==> src/rtl/tft_stream_monitor_pkg.sv <==
// Shared panel geometry defaults, FSM states and pixel payload types.
package tft_stream_monitor_pkg;

  localparam int unsigned TFT_H_ACTIVE = 480;
  localparam int unsigned TFT_V_ACTIVE = 272;
  localparam int unsigned TFT_VGAP_MIN = 1000;
  localparam int unsigned TFT_XW       = 9;
  localparam int unsigned TFT_YW       = 9;
  localparam int unsigned RGB_W        = 24;

  typedef enum logic [1:0] {
    SYNC   = 2'd0,
    VBLANK = 2'd1,
    ACTIVE = 2'd2,
    HBLANK = 2'd3
  } mon_state_e;

  typedef struct packed {
    logic [7:0] r;
    logic [7:0] g;
    logic [7:0] b;
  } rgb_t;

  // One oversampled snapshot of the panel bus.
  typedef struct packed {
    logic clk;
    logic de;
    rgb_t rgb;
  } tft_sample_t;

endpackage

==> src/rtl/tft_stream_monitor_if.sv <==
// DE-mode RGB panel bus between the driver (master) and the monitor (slave).
interface tft_stream_monitor_if;
  logic       tft_clk;
  logic       tft_de;
  logic [7:0] tft_r;
  logic [7:0] tft_g;
  logic [7:0] tft_b;

  modport master (output tft_clk, tft_de, tft_r, tft_g, tft_b);
  modport slave  (input  tft_clk, tft_de, tft_r, tft_g, tft_b);
endinterface

==> src/rtl/tft_in_sync.sv <==
// Two-flop synchronizer for the panel bus plus tft_clk rising-edge detect.
module tft_in_sync
  import tft_stream_monitor_pkg::*;
(
  input  logic clk,
  input  logic rst_n,
  input  logic tft_clk,
  input  logic tft_de,
  input  rgb_t tft_rgb,
  output logic tick_c,
  output logic de_s,
  output rgb_t rgb_s
);

  tft_sample_t sync1;
  tft_sample_t sync2;
  logic        clk_d;

  // Synchronizer chain; clk_d keeps the previous synchronized tft_clk level.
  always_ff @(posedge clk or negedge rst_n) begin
    if (!rst_n) begin
      sync1 <= '0;
      sync2 <= '0;
      clk_d <= 1'b0;
    end else begin
      sync1 <= '{clk: tft_clk, de: tft_de, rgb: tft_rgb};
      sync2 <= sync1;
      clk_d <= sync2.clk;
    end
  end

  assign tick_c = sync2.clk & ~clk_d;
  assign de_s   = sync2.de;
  assign rgb_s  = sync2.rgb;

endmodule

==> src/rtl/tft_stream_monitor.sv <==
// Rebuilds pixel coordinates from the oversampled panel stream, checks line and
// frame geometry, and captures one probe pixel per frame.
module tft_stream_monitor
  import tft_stream_monitor_pkg::*;
#(
  parameter int unsigned H_ACTIVE = TFT_H_ACTIVE,
  parameter int unsigned V_ACTIVE = TFT_V_ACTIVE,
  parameter int unsigned VGAP_MIN = TFT_VGAP_MIN,
  parameter int unsigned XW       = TFT_XW,
  parameter int unsigned YW       = TFT_YW
) (
  input  logic                 clk,
  input  logic                 reset_btn,
  tft_stream_monitor_if.slave  tft,
  input  logic [XW-1:0]        probe_x,
  input  logic [YW-1:0]        probe_y,
  input  logic                 err_clr,
  output logic                 pix_valid,
  output logic [XW-1:0]        pix_x,
  output logic [YW-1:0]        pix_y,
  output logic [RGB_W-1:0]     pix_rgb,
  output logic                 frame_start,
  output logic                 locked,
  output logic [RGB_W-1:0]     probe_rgb,
  output logic                 probe_hit,
  output logic                 err_hlen,
  output logic                 err_vlen
);

  localparam int unsigned   GW       = $clog2(VGAP_MIN + 1);
  localparam logic [XW-1:0] X_LAST   = XW'(H_ACTIVE - 1);
  localparam logic [YW-1:0] Y_LAST   = YW'(V_ACTIVE - 1);
  localparam logic [GW-1:0] GAP_MAX  = GW'(VGAP_MIN);
  localparam logic [GW-1:0] GAP_PRE  = GW'(VGAP_MIN - 1);

  rgb_t          tft_rgb;
  logic          tick_c;
  logic          de_s;
  rgb_t          rgb_s;
  mon_state_e    state;
  mon_state_e    state_nxt;
  logic [GW-1:0] gap_cnt;
  logic          gap_reach_c;
  logic [XW-1:0] x_nxt;
  logic [YW-1:0] y_nxt;
  logic          pv_nxt;
  logic          fs_nxt;
  logic          hlen_set;
  logic          vlen_set;

  assign tft_rgb = '{r: tft.tft_r, g: tft.tft_g, b: tft.tft_b};

  tft_in_sync u_in_sync (
    .clk     (clk),
    .rst_n   (reset_btn),
    .tft_clk (tft.tft_clk),
    .tft_de  (tft.tft_de),
    .tft_rgb (tft_rgb),
    .tick_c  (tick_c),
    .de_s    (de_s),
    .rgb_s   (rgb_s)
  );

  // True on the DE-low tick that completes (or extends) a vertical gap.
  assign gap_reach_c = tick_c && !de_s && (gap_cnt >= GAP_PRE);

  // Consecutive DE-low tick counter, saturating at VGAP_MIN.
  always_ff @(posedge clk or negedge reset_btn) begin
    if (!reset_btn) begin
      gap_cnt <= '0;
    end else if (tick_c) begin
      if (de_s)                  gap_cnt <= '0;
      else if (gap_cnt != GAP_MAX) gap_cnt <= gap_cnt + GW'(1);
    end
  end

  // FSM state register.
  always_ff @(posedge clk or negedge reset_btn) begin
    if (!reset_btn) state <= SYNC;
    else            state <= state_nxt;
  end

  // Next state, next coordinates and error strobes; pix_x/pix_y double as counters.
  always_comb begin
    state_nxt = state;
    x_nxt     = pix_x;
    y_nxt     = pix_y;
    pv_nxt    = 1'b0;
    fs_nxt    = 1'b0;
    hlen_set  = 1'b0;
    vlen_set  = 1'b0;
    if (tick_c) begin
      unique case (state)
        SYNC: begin
          if (gap_reach_c) state_nxt = VBLANK;
        end
        VBLANK: begin
          if (de_s) begin
            state_nxt = ACTIVE;
            x_nxt     = '0;
            y_nxt     = '0;
            pv_nxt    = 1'b1;
            fs_nxt    = 1'b1;
          end
        end
        ACTIVE: begin
          if (de_s) begin
            pv_nxt = 1'b1;
            if (pix_x == X_LAST) hlen_set = 1'b1;
            else                 x_nxt    = pix_x + XW'(1);
          end else begin
            state_nxt = HBLANK;
            hlen_set  = (pix_x != X_LAST);
          end
        end
        HBLANK: begin
          if (de_s) begin
            state_nxt = ACTIVE;
            x_nxt     = '0;
            pv_nxt    = 1'b1;
            if (pix_y == Y_LAST) vlen_set = 1'b1;
            else                 y_nxt    = pix_y + YW'(1);
          end else if (gap_reach_c) begin
            state_nxt = VBLANK;
            vlen_set  = (pix_y != Y_LAST);
          end
        end
        default: state_nxt = SYNC;
      endcase
    end
  end

  // Registered pixel outputs; coordinates and colour hold between pixels.
  always_ff @(posedge clk or negedge reset_btn) begin
    if (!reset_btn) begin
      pix_valid   <= 1'b0;
      frame_start <= 1'b0;
      locked      <= 1'b0;
      pix_x       <= '0;
      pix_y       <= '0;
      pix_rgb     <= '0;
    end else begin
      pix_valid   <= pv_nxt;
      frame_start <= fs_nxt;
      locked      <= (state_nxt != SYNC);
      if (pv_nxt) begin
        pix_x   <= x_nxt;
        pix_y   <= y_nxt;
        pix_rgb <= rgb_s;
      end
    end
  end

  // Sticky geometry errors; a new error wins over a simultaneous clear.
  always_ff @(posedge clk or negedge reset_btn) begin
    if (!reset_btn) begin
      err_hlen <= 1'b0;
      err_vlen <= 1'b0;
    end else begin
      err_hlen <= hlen_set | (err_hlen & ~err_clr);
      err_vlen <= vlen_set | (err_vlen & ~err_clr);
    end
  end

  // Probe capture one cycle after the matching pixel is presented.
  always_ff @(posedge clk or negedge reset_btn) begin
    if (!reset_btn) begin
      probe_rgb <= '0;
      probe_hit <= 1'b0;
    end else if (pix_valid && (pix_x == probe_x) && (pix_y == probe_y)) begin
      probe_rgb <= pix_rgb;
      probe_hit <= 1'b1;
    end else begin
      probe_hit <= 1'b0;
    end
  end

endmodule

==> src/flat_wrapper.sv <==
// flat-port wrapper written by rule: the top's interface ports become plain ports
module tft_stream_monitor_flat import tft_stream_monitor_pkg::*;
#(
  parameter int unsigned H_ACTIVE = TFT_H_ACTIVE,
  parameter int unsigned V_ACTIVE = TFT_V_ACTIVE,
  parameter int unsigned VGAP_MIN = TFT_VGAP_MIN,
  parameter int unsigned XW       = TFT_XW,
  parameter int unsigned YW       = TFT_YW
)
  (clk, reset_btn, probe_x, probe_y, err_clr, pix_valid, pix_x, pix_y, pix_rgb, frame_start, locked, probe_rgb, probe_hit, err_hlen, err_vlen, tft_tft_clk, tft_tft_de, tft_tft_r, tft_tft_g, tft_tft_b);
  tft_stream_monitor_if tft_i ();
  input  logic clk;
  input  logic reset_btn;
  input  logic [XW-1:0] probe_x;
  input  logic [YW-1:0] probe_y;
  input  logic err_clr;
  output logic pix_valid;
  output logic [XW-1:0] pix_x;
  output logic [YW-1:0] pix_y;
  output logic [RGB_W-1:0] pix_rgb;
  output logic frame_start;
  output logic locked;
  output logic [RGB_W-1:0] probe_rgb;
  output logic probe_hit;
  output logic err_hlen;
  output logic err_vlen;
  input wire logic [$bits(tft_i.tft_clk)-1:0] tft_tft_clk;
  input wire logic [$bits(tft_i.tft_de)-1:0] tft_tft_de;
  input wire logic [$bits(tft_i.tft_r)-1:0] tft_tft_r;
  input wire logic [$bits(tft_i.tft_g)-1:0] tft_tft_g;
  input wire logic [$bits(tft_i.tft_b)-1:0] tft_tft_b;
  assign tft_i.tft_clk = tft_tft_clk;
  assign tft_i.tft_de = tft_tft_de;
  assign tft_i.tft_r = tft_tft_r;
  assign tft_i.tft_g = tft_tft_g;
  assign tft_i.tft_b = tft_tft_b;
  tft_stream_monitor #(.H_ACTIVE(H_ACTIVE), .V_ACTIVE(V_ACTIVE), .VGAP_MIN(VGAP_MIN), .XW(XW), .YW(YW)) u_core (.clk(clk), .reset_btn(reset_btn), .tft(tft_i), .probe_x(probe_x), .probe_y(probe_y), .err_clr(err_clr), .pix_valid(pix_valid), .pix_x(pix_x), .pix_y(pix_y), .pix_rgb(pix_rgb), .frame_start(frame_start), .locked(locked), .probe_rgb(probe_rgb), .probe_hit(probe_hit), .err_hlen(err_hlen), .err_vlen(err_vlen));
endmodule
==> config.mk <==
export PLATFORM = sky130hd
export DESIGN_NAME = tft_stream_monitor_flat
export DESIGN_NICKNAME = d
export VERILOG_FILES = /design/src/rtl/tft_stream_monitor_pkg.sv /design/src/rtl/tft_stream_monitor_if.sv /design/src/rtl/tft_in_sync.sv /design/src/rtl/tft_stream_monitor.sv /design/src/flat_wrapper.sv
export SDC_FILE = /design/constraint.sdc
export NUM_CORES = 1
export LEC_CHECK = 0
export ABC_AREA = 0
export BUFFER_PORTS_ARGS = -buffer_cell sky130_fd_sc_hd__buf_4
export CORE_UTILIZATION = 40
export DETAILED_ROUTE_END_ITERATION = 6
export GPL_ROUTABILITY_DRIVEN = 0
export GPL_TIMING_DRIVEN = 1
export SLEW_MARGIN = 10
export SYNTH_ARGS = -nofsm -noshare
export SYNTH_HDL_FRONTEND = slang
export SYNTH_SLANG_ARGS = --single-unit
==> constraint.sdc <==
create_clock -name clk -period 2.1 [get_ports clk]
set_input_delay 0.105 -clock clk [delete_from_list [all_inputs] [get_ports clk]]
set_output_delay 0.105 -clock clk [all_outputs]
set_load 0.05 [all_outputs]
# After elaboration in Yosys (flattened, before gate mapping)
# Cells that the tools add are included.
[word_totals] ff_bits=137 inputBits=47 word_cells=95 out_inout_bits=72
[classes] reduce_logical=15 n_addsub=3 eq_ne=16 bitwise_logic=7 n_mux=30 n_lt_le_gt_ge=1
[op_table] op="9-bit two-way mux" count=5
[op_table] op="9-bit one-hot mux with 2 select lines" count=2
[op_table] op="10-bit two-way mux" count=2
[op_table] op="9-bit by 1-bit adder with 9-bit output (second input constant)" count=2
[op_table] op="9-bit equality test" count=2
[op_table] op="9-bit equality test (second input constant)" count=2
[op_table] op="9-bit inequality test (second input constant)" count=2
[op_table] op="1-bit two-way mux" count=15
[op_table] op="6-bit AND reduction" count=2
[op_table] op="10-bit by 1-bit adder with 10-bit output (second input constant)" count=1
[op_table] op="10-bit greater-or-equal comparator (second input constant)" count=1
[op_table] op="2-bit two-way mux" count=5
[op_table] op="10-bit inequality test (second input constant)" count=1
[op_table] op="2-bit inequality test (second input constant)" count=5
[op_table] op="2-bit one-hot mux with 4 select lines" count=1
[op_table] op="2-bit nonzero test" count=4
[op_table] op="2-bit equality test (second input constant)" count=2
[op_table] op="1-bit logical AND" count=4
[op_table] op="1-bit bitwise AND" count=3
[op_table] op="3-bit OR reduction" count=1
[op_table] op="2-bit by 1-bit equality test with 1-bit output (second input constant)" count=1
[op_table] op="2-bit logical NOT" count=1
[op_table] op="2-bit by 1-bit inequality test with 1-bit output (second input constant)" count=1
[op_table] op="1-bit NOT" count=2
[op_table] op="other kinds (4)" count=5

# Depth between registers and ports, before layout
# Gate-level depths: netlist of the first run.
[logic_depth] word_depth=9 mapped_depth=7 ltp_nobuf=6

# Modules after synthesis
# From an unflattened synthesis of the first run, not the netlist that was laid out.
[hier_totals] hier_cells=446 hier_area_um2=5471.5
[modules_own_cells] mod="tft_stream_monitor" area_each_um2=3951.3 cells_each=368 seq_area_each_um2=2102.0 instances=1
[modules_own_cells] mod="tft_in_sync" area_each_um2=1520.2 cells_each=78 seq_area_each_um2=1326.3 instances=1

# Worst setup path before layout of the first run
# Ideal clock, no wire load.
[synth_timing] path_type="flip-flop to flip-flop" start="register u_core.pix_y[0]" end="register u_core.pix_y[0]" setup_ns=0.121 arrival_ns=1.866 synth_period_minus_slack_ns=1.987 n_path_buf=1 slack_ns=0.113 stages_incl_launch_ff=8 required_time_ns=1.979 path_cell_list="dfrtp_1 ha_1 and3_1 and3_1 buf_6 nor2_1 mux2_2 a22o_1"
[synth_between] elab_chain_cells=4 elab_cells_between_ends=7 cone_classes="1 x add/sub; 2 x eq/ne; 3 x mux; 1 x reduce/logical"
[synth_rtl] element="start, declared" line_no="tft_stream_monitor.sv:20" source="output logic [YW-1:0] pix_y,"
[synth_rtl] element="start signal, assigned" line_no="tft_stream_monitor.sv:148" source="pix_y <= y_nxt;"
[synth_rtl] element="9-bit by 1-bit adder with 9-bit output" line_no="tft_stream_monitor.sv:122" source="else y_nxt = pix_y + YW'(1);"
[synth_rtl] element="9-bit two-way mux" line_no="tft_stream_monitor.sv:121" source="if (pix_y == Y_LAST) vlen_set = 1'b1;"
[synth_rtl] element="9-bit two-way mux" line_no="tft_stream_monitor.sv:117" source="if (de_s) begin"
[synth_rtl] element="9-bit one-hot mux with 2 select lines" line_no="tft_stream_monitor.sv:93" source="unique case (state)"
# Parallel ways exist; a longest one is shown, timed or not. The select of a mux whose other input is x is not followed.
# A chain may end at the register's enable or synchronous reset.

# Worst setup path in the final report of the first run
[layout_timing] start="register u_core.pix_y[1]" end="register u_core.pix_y[0]"
[layout_between] elab_chain_cells=3
[layout_rtl] element="9-bit equality test" line_no="tft_stream_monitor.sv:121"
[layout_rtl] element="2-bit inequality test (no line)"
[layout_rtl] element="6-bit AND reduction (no line)"
# Every way passes these cells.

==> results.cfg, run 1 <==
[outcome]
status = completed

[sta]
maxSlewHeadroom = 0.628
final-setup-viol-count = 0
min_period_ns = 1.92
worst_slack_ns = 0.183
grt_setup_unrepaired = no
maxSlewViolCount = 0
fin_crit_sh = 0.913
setup_tns_ns = 0
tightest_slew_ns = 0.559
hold_violations = 0
skew_ns = 0.00629
fmax_mhz = 522

[route]
drc = 0
routed_wl_mm = 10.7
vias_per_cell = 4.82
vias = 3470
drt_first_iter_violations = 167
drtAntennaViolNets = 0
wire_per_inst_microns = 14.9
drt-pass1-iter-count = 4

[setup_path]
crit_start = u_core.pix_y[1]
ff2ff_path_depth = 6
required_ns = 2.40
critPathArrivalTime_ns = 2.22
r2r_setup_slack_ns = 0.18
cp-start-kind = flip-flop
critPathKind = reg -> reg
crit_path_max_fanout = 7
rr_endpoint = u_core.pix_y[0]
r2r_start = u_core.pix_y[1]
worstSetupEndpointType = flip-flop

[clocking]
cts_buffers = 17
clock-root-buffer = clkbuf_16
htree_levels = 4
postCtsSetupRepairBufs = 0
cts_tree = built
clk-insertion-delay-late_ns = 0.42
cts_resized = 0
clock_tree.buffer_depth = 2
clock-sinks = 137
clk_pin_slew_ns = 0.06

[floorplanning]
die_area_sq_mm = 0.0135
die_h_microns = 116
rows = 41
io_pins = 119
start_util = 0.410
die_w_microns = 116
core_sq_mm = 0.0127

[final_layout]
layout-drive-gt1-share = 0.374
nets = 587
antenna_cells = 0
area_growth_pct = 39.8

[logic_synthesis]
synth_top_family_by_area = multiplexers
ys_types = 50
synth-simple-area-share = 0.0878
syn_avg_cell_area_sq_um = 14.0
synth.area.mux_share = 0.108
synthesis.nets = 422
ys.flop_type = dfrtp_1
async_flop_share = 1.00
synthCells = 371
synth_edf_count = 0
synth_area_sq_mm = 0.00520
synth-xor-area-share = 0.0539
synth_adder_area_share = 0.00962
ys_warn_count = 0
synth_compound_area_frac = 0.0589
yosysSeqAreaShare = 0.659
synth-seq-cells = 137

[global_routing]
antenna_found_initial = 0
grt_pass1_vias = 3574
grt_usage = 0.174
grt_start_max_net_pins = 62
grt_pass1_wl_mm = 17.3
overflow = 0

[placement]
dp_hpwl_mm = 7.27
port_buffers = 118
preCtsSetupSlack_ns = 0.233

[pwr]
seq_power_share = 0.437
p_sw_frac = 0.203
leakagePower_nw = 3.59
pwr-share-clk = 0.526
power.switching_mw = 1.26
p_int_mw = 4.97
p_per_area_mw_per_mm2 = 857
irDropWorstVdd_mv = 0.542
combPwrFrac = 0.037

[min_path]
hold_start = probe_y[5]
min_to = u_core.probe_hit
whs_path_depth = 5
hold_class = in -> reg

[flow_run]
cap_violations = 0
-- Yosys cell counts (all sizes together) (4+ instances only) --
cell / n / share of area
dfrtp: 137 / 0.66
mux2: 50 / 0.11
xnor2: 26 / 0.044
nor2: 25 / 0.019
nand2: 21 / 0.015
o21ai: 12 / 0.012
a21oi: 10 / 0.0096
buf: 10 / 0.016
a22o: 9 / 0.015
and3: 7 / 0.0087
nand4: 7 / 0.0084
nand3: 6 / 0.0067
xor2: 6 / 0.010
inv: 5 / 0.0036
clkbuf: 4 / 0.0029
ha: 4 / 0.0096
nor3: 4 / 0.0048
-- final cells by class --
class | instances | area (sq um)
fillers | 1056 | 5400
clock buffers | 18 | 439
multi-input cells | 215 | 1660
repair buffers | 160 | 1300
inverters | 5 | 18.8
clock inverters | 13 | 215
well taps | 172 | 215
flip-flops and latches | 137 | 3430
-- how the worst max path moves through the flow --
stage,endpoint,slack (ns)
after floorplan,u_core.pix_y[0],0.11
after global placement,u_core.pix_y[0],0.25
after detailed placement,u_core.pix_y[0],0.23
after CTS,u_core.pix_y[0],0.22
after global routing,u_core.pix_y[0],0.08
final,u_core.pix_y[0],0.18
-- timing repair --
item	CTS	global route
setup endpoints to repair	0	0
hold buffers	28	0
endpoints found under the hold margin	86	0
-- cell usage in the layout (no fill, tap or decap), types with 6 or more instances in the layout --
cell and count:
a21oi_1 10, a22o_1 9, and3_1 6, buf_4 129, clkbuf_16 17, dfrtp_1 137
dlygate4sd3_1 28, mux2_1 20, mux2_2 30, nand2_1 21, nand4_1 7, nor2_1 24
o21ai_0 11, xnor2_1 26, xor2_1 6
-- worst max-delay path, cell delays in order (launching register included) --
cell,delay (ns)
dfrtp_1,0.45
ha_1,0.27
and3_1,0.19
and3_1,0.35
nor2_1,0.11
mux2_2,0.27
a22o_1,0.17
-- power by group through the flow --
| stage | clock [mW] | combinational (mW) | sequential (mW) |
|---|---|---|---|
| final | 3.28 | 0.230 | 2.73 |
| after detailed placement | 0 | 0.194 | 2.77 |
| after global placement | 0 | 0.189 | 2.77 |
| after global routing | 3.47 | 0.261 | 2.73 |
| after floorplan | 0 | 0.0493 | 2.77 |
| after CTS | 3.36 | 0.238 | 2.73 |
-- cells by family after synthesis --
group | count (synthesis)
buffers and inverters | 19
AO/OA/AOI/OAI | 43
XOR/XNOR | 32
flip-flops | 137
AND/OR/NAND/NOR | 86
multiplexers | 50
adder cells (fa/ha/maj) | 4
-- sequential cells by signal, indices dropped and copies added, names as in the netlist --
signal                  count
u_core.pix_y                9
u_core.pix_x                9
u_core.err_hlen             1
u_core.u_in_sync.rgb_s     24
u_core.pix_valid            1
u_core.probe_rgb           24
u_core.locked               1
u_core.probe_hit            1
u_core.u_in_sync.sync1     26
u_core.u_in_sync.sync2      1
u_core.u_in_sync.clk_d      1
u_core.u_in_sync.de_s       1
u_core.err_vlen             1
u_core.gap_cnt             10
u_core.frame_start          1
u_core.pix_rgb             24
u_core.state                2
-- routing by layer --
metal,GRT usage,wire length [microns],up-vias
li1,-,-,1642
met1,0.222,4840,1719
met2,0.273,5180,89
met3,0.0460,467,20
met4,0.0880,212,0
met5,0,0,-
-- stage by stage --
| step | util | power, mW | hold slack (ns) | instance area (sq um) | instances |
|---|---|---|---|---|---|
| floorplan | - | 2.82 | -0.191 | 5200 | 371 |
| global placement | 0.500 | 2.96 | 0.103 | 6340 | 661 |
| detailed placement | 0.500 | 2.97 | 0.110 | 6340 | 661 |
| CTS | 0.574 | 6.32 | 0.147 | 7270 | 720 |
| global route | 0.574 | 6.46 | 0.173 | 7270 | 720 |
| finish | 0.574 | 6.23 | 0.161 | 7270 | 720 |
(Power assumes the default switching activity.)
==> run 2, diff against run 1 <==
--- a/config.mk
+++ b/config.mk
@@ -5,8 +5,9 @@
 export SDC_FILE = /design/constraint.sdc
 export NUM_CORES = 1
 export LEC_CHECK = 0
-export ABC_AREA = 0
+export ABC_AREA = 1
 export BUFFER_PORTS_ARGS = -buffer_cell sky130_fd_sc_hd__buf_4
+export CORE_MARGIN = 2
 export CORE_UTILIZATION = 40
 export DETAILED_ROUTE_END_ITERATION = 6
 export GPL_ROUTABILITY_DRIVEN = 0
==> results.cfg, run 2 <==
[pwr]
combPwrFrac = 0.040
p_sw_frac = 0.208
seq_power_share = 0.446
power.switching_mw = 1.27
leakagePower_nw = 3.98
pwr-share-clk = 0.514
irDropWorstVdd_mv = 0.556
p_int_mw = 4.85
p_per_area_mw_per_mm2 = 806

[setup_path]
path_buf_inv = 1
path_cells = inv_2 > nand2_1 > nand2_1 > nor2_1 > nand2_1 > nor2_4 > nand3_4 > nand2_1 > nand2_1
crit_top_cell = nand2_1
cp_slowest_cell = dfrtp_1
max_stage_delay_ns = 0.59
critPathArrivalTime_ns = 2.04
required_ns = 2.40
crit_cells = 9
worstSetupEndpointType = flip-flop
critPathKind = reg -> reg
crit_path_max_fanout = 25
ff2ff_path_depth = 9
cp-start-kind = flip-flop
cp_top_family = simple AND/OR/NAND/NOR gates

[clocking]
postCtsSetupRepairBufs = 0
clock-sinks = 137
clk-insertion-delay-late_ns = 0.41
cts_resized = 0
htree_levels = 4
cts_tree = built
clk_pin_slew_ns = 0.06
clock-root-buffer = clkbuf_16
cts_buffers = 17
clock_tree.buffer_depth = 2

[final_layout]
largest-register = u_core.u_in_sync.sync1
layout_commonest_cell = nand2_1
largest_register_ffs = 26
nets = 814
most-common-layout-cells = nand2_1 (234), dfrtp_1 (137), buf_4 (126)
area_growth_pct = 35.7
fillers = 1266
antenna_cells = 0
layout-drive-gt1-share = 0.233

[sta]
hold_violations = 0
tightest_slew_ns = 0.795
fin_crit_sh = 0.829
setup_tns_ns = 0
maxSlewHeadroom = 0.469
fmax_mhz = 575
whs_ns = 0.216
final-setup-viol-count = 0
min_period_ns = 1.74
skew_ns = 0.00824
grt_setup_unrepaired = no
maxSlewViolCount = 0

[route]
drc = 0
wire_per_inst_microns = 14.0
dr_wl_met2_mm = 6.43
drt-pass1-iter-count = 5
vias_per_cell = 4.79
drt-met1-wl_mm = 6.01
drt_first_iter_violations = 296
wl_met3_microns = 685
top_layer_used = met4
vias = 4576
drtAntennaViolNets = 0
routed_wl_mm = 13.3

[floorplanning]
core_sq_mm = 0.0138
io_pins = 119
rows = 43
die_area_sq_mm = 0.0150
die_h_microns = 122
die_w_microns = 122
start_util = 0.407

[global_routing]
grt_usage = 0.193
antenna_found_initial = 0
grt_pass1_wl_mm = 22.1
grt_pass1_vias = 4586
overflow = 0
grt_start_max_net_pins = 56

[logic_synthesis]
async_flop_share = 1.00
synthesis.nets = 659
ys_warn_count = 0
ys.flop_type = dfrtp_1
synth_area_leader_cell = dfrtp_1
yosysMostFrequentCell = nand2_1
synth_top_area_frac = 0.612
synth-seq-cells = 137
synth_edf_count = 0
synthTopCellsByCount = nand2_1 (234), dfrtp_1 (137), inv_1 (44)
synthCells = 608
yosysSeqAreaShare = 0.612
ys_types = 28
syn_avg_cell_area_sq_um = 9.21
ys_top_cells_by_area = dfrtp_1 (61%), nand2_1 (16%), nand4_1 (3.7%)
synth_area_sq_mm = 0.00560

[placement]
port_buffers = 118
dp_hpwl_mm = 9.34

[outcome]
status = completed

[flow_run]
cap_violations = 0

[min_path]
hold_class = in -> async
==> run 2: cell count changes in the layout (fill, tap and decap cells not counted), moves of 17 or more <==
cell	before	now
xnor2_1	26	2
o21ai_1	0	17
nand4_1	7	33
nand2_1	21	234
inv_1	4	44
mux2_2	30	0
nand3_1	5	37
mux2_1	20	0
==> run 2: path summary, 6_finish.rpt <==
kind | startpoint | endpoint | slack (ns)
setup / recovery | u_core.pix_y[5] | u_core.probe_rgb[19] | 0.36
setup reg to reg | u_core.pix_y[5] | u_core.probe_rgb[19] | 0.36
hold / removal | reset_btn | u_core.u_in_sync.rgb_s[22] | 0.22
min in group clk | tft_tft_r[6] | u_core.u_in_sync.sync1[22] | 0.33
hold reg to reg | u_core.u_in_sync.sync1[8] | u_core.u_in_sync.rgb_s[8] | 0.34
max in group asynchronous | reset_btn | u_core.pix_rgb[13] | 1.25
==> run 2: cell type report <==
type | count | area (sq um) | share of cell area
Timing Repair Buffer | 156 | 1260 | 0.165
Sequential cell | 137 | 3430 | 0.451
Clock buffer | 19 | 443 | 0.0583
Inverter | 51 | 191 | 0.0252
Clock inverter | 13 | 190 | 0.0250
Tap cell | 180 | 225 | 0.0296
Multi-Input combinational cell | 400 | 1870 | 0.245
==> run 2: metal layers <==
layer  track usage  vias up
li1              -     2254
met1         0.254     2180
met2         0.308      124
met3        0.0469       18
met4        0.0769        0
met5             0        -
==> run 2: repair_timing <==
item | CTS | global route
hold buffers | 28 | 0
endpoints found under the setup margin | 0 | 0
hold endpoints to repair | 80 | 0
==> run 2: cell families after synthesis <==
group | share of synthesized area
AOI/OAI and AO/OA | 0.0353
xor gates and xnor gates | 0.0141
adders and majority gates | 0.00893
buffers and inverters | 0.0549
DFF | 0.612
and+or+nand+nor | 0.275
==> run 2: stage by stage <==
step                      setup slack, ns  power [mW]  cell area (sq um)   util  cells
after global routing                0.151        6.35               7600  0.552    956
after global placement              0.357        2.98               6690  0.486    896
after CTS                           0.319        6.19               7600  0.552    956
after detailed placement            0.337        2.99               6690  0.486    896
after floorplan                     0.236        2.83               5600      -    608
final                               0.360        6.13               7600  0.552    956
==> run 2: power groups by stage <==
stage          combinational, mW  sequential (mW)  clock, mW
4_1_cts                    0.254             2.73       3.21
5_1_grt                    0.278             2.74       3.33
3_3_place_gp               0.203             2.77          0
2_1_floorplan             0.0610             2.77          0
6_report                   0.246             2.73       3.15
3_5_place_dp               0.210             2.78          0
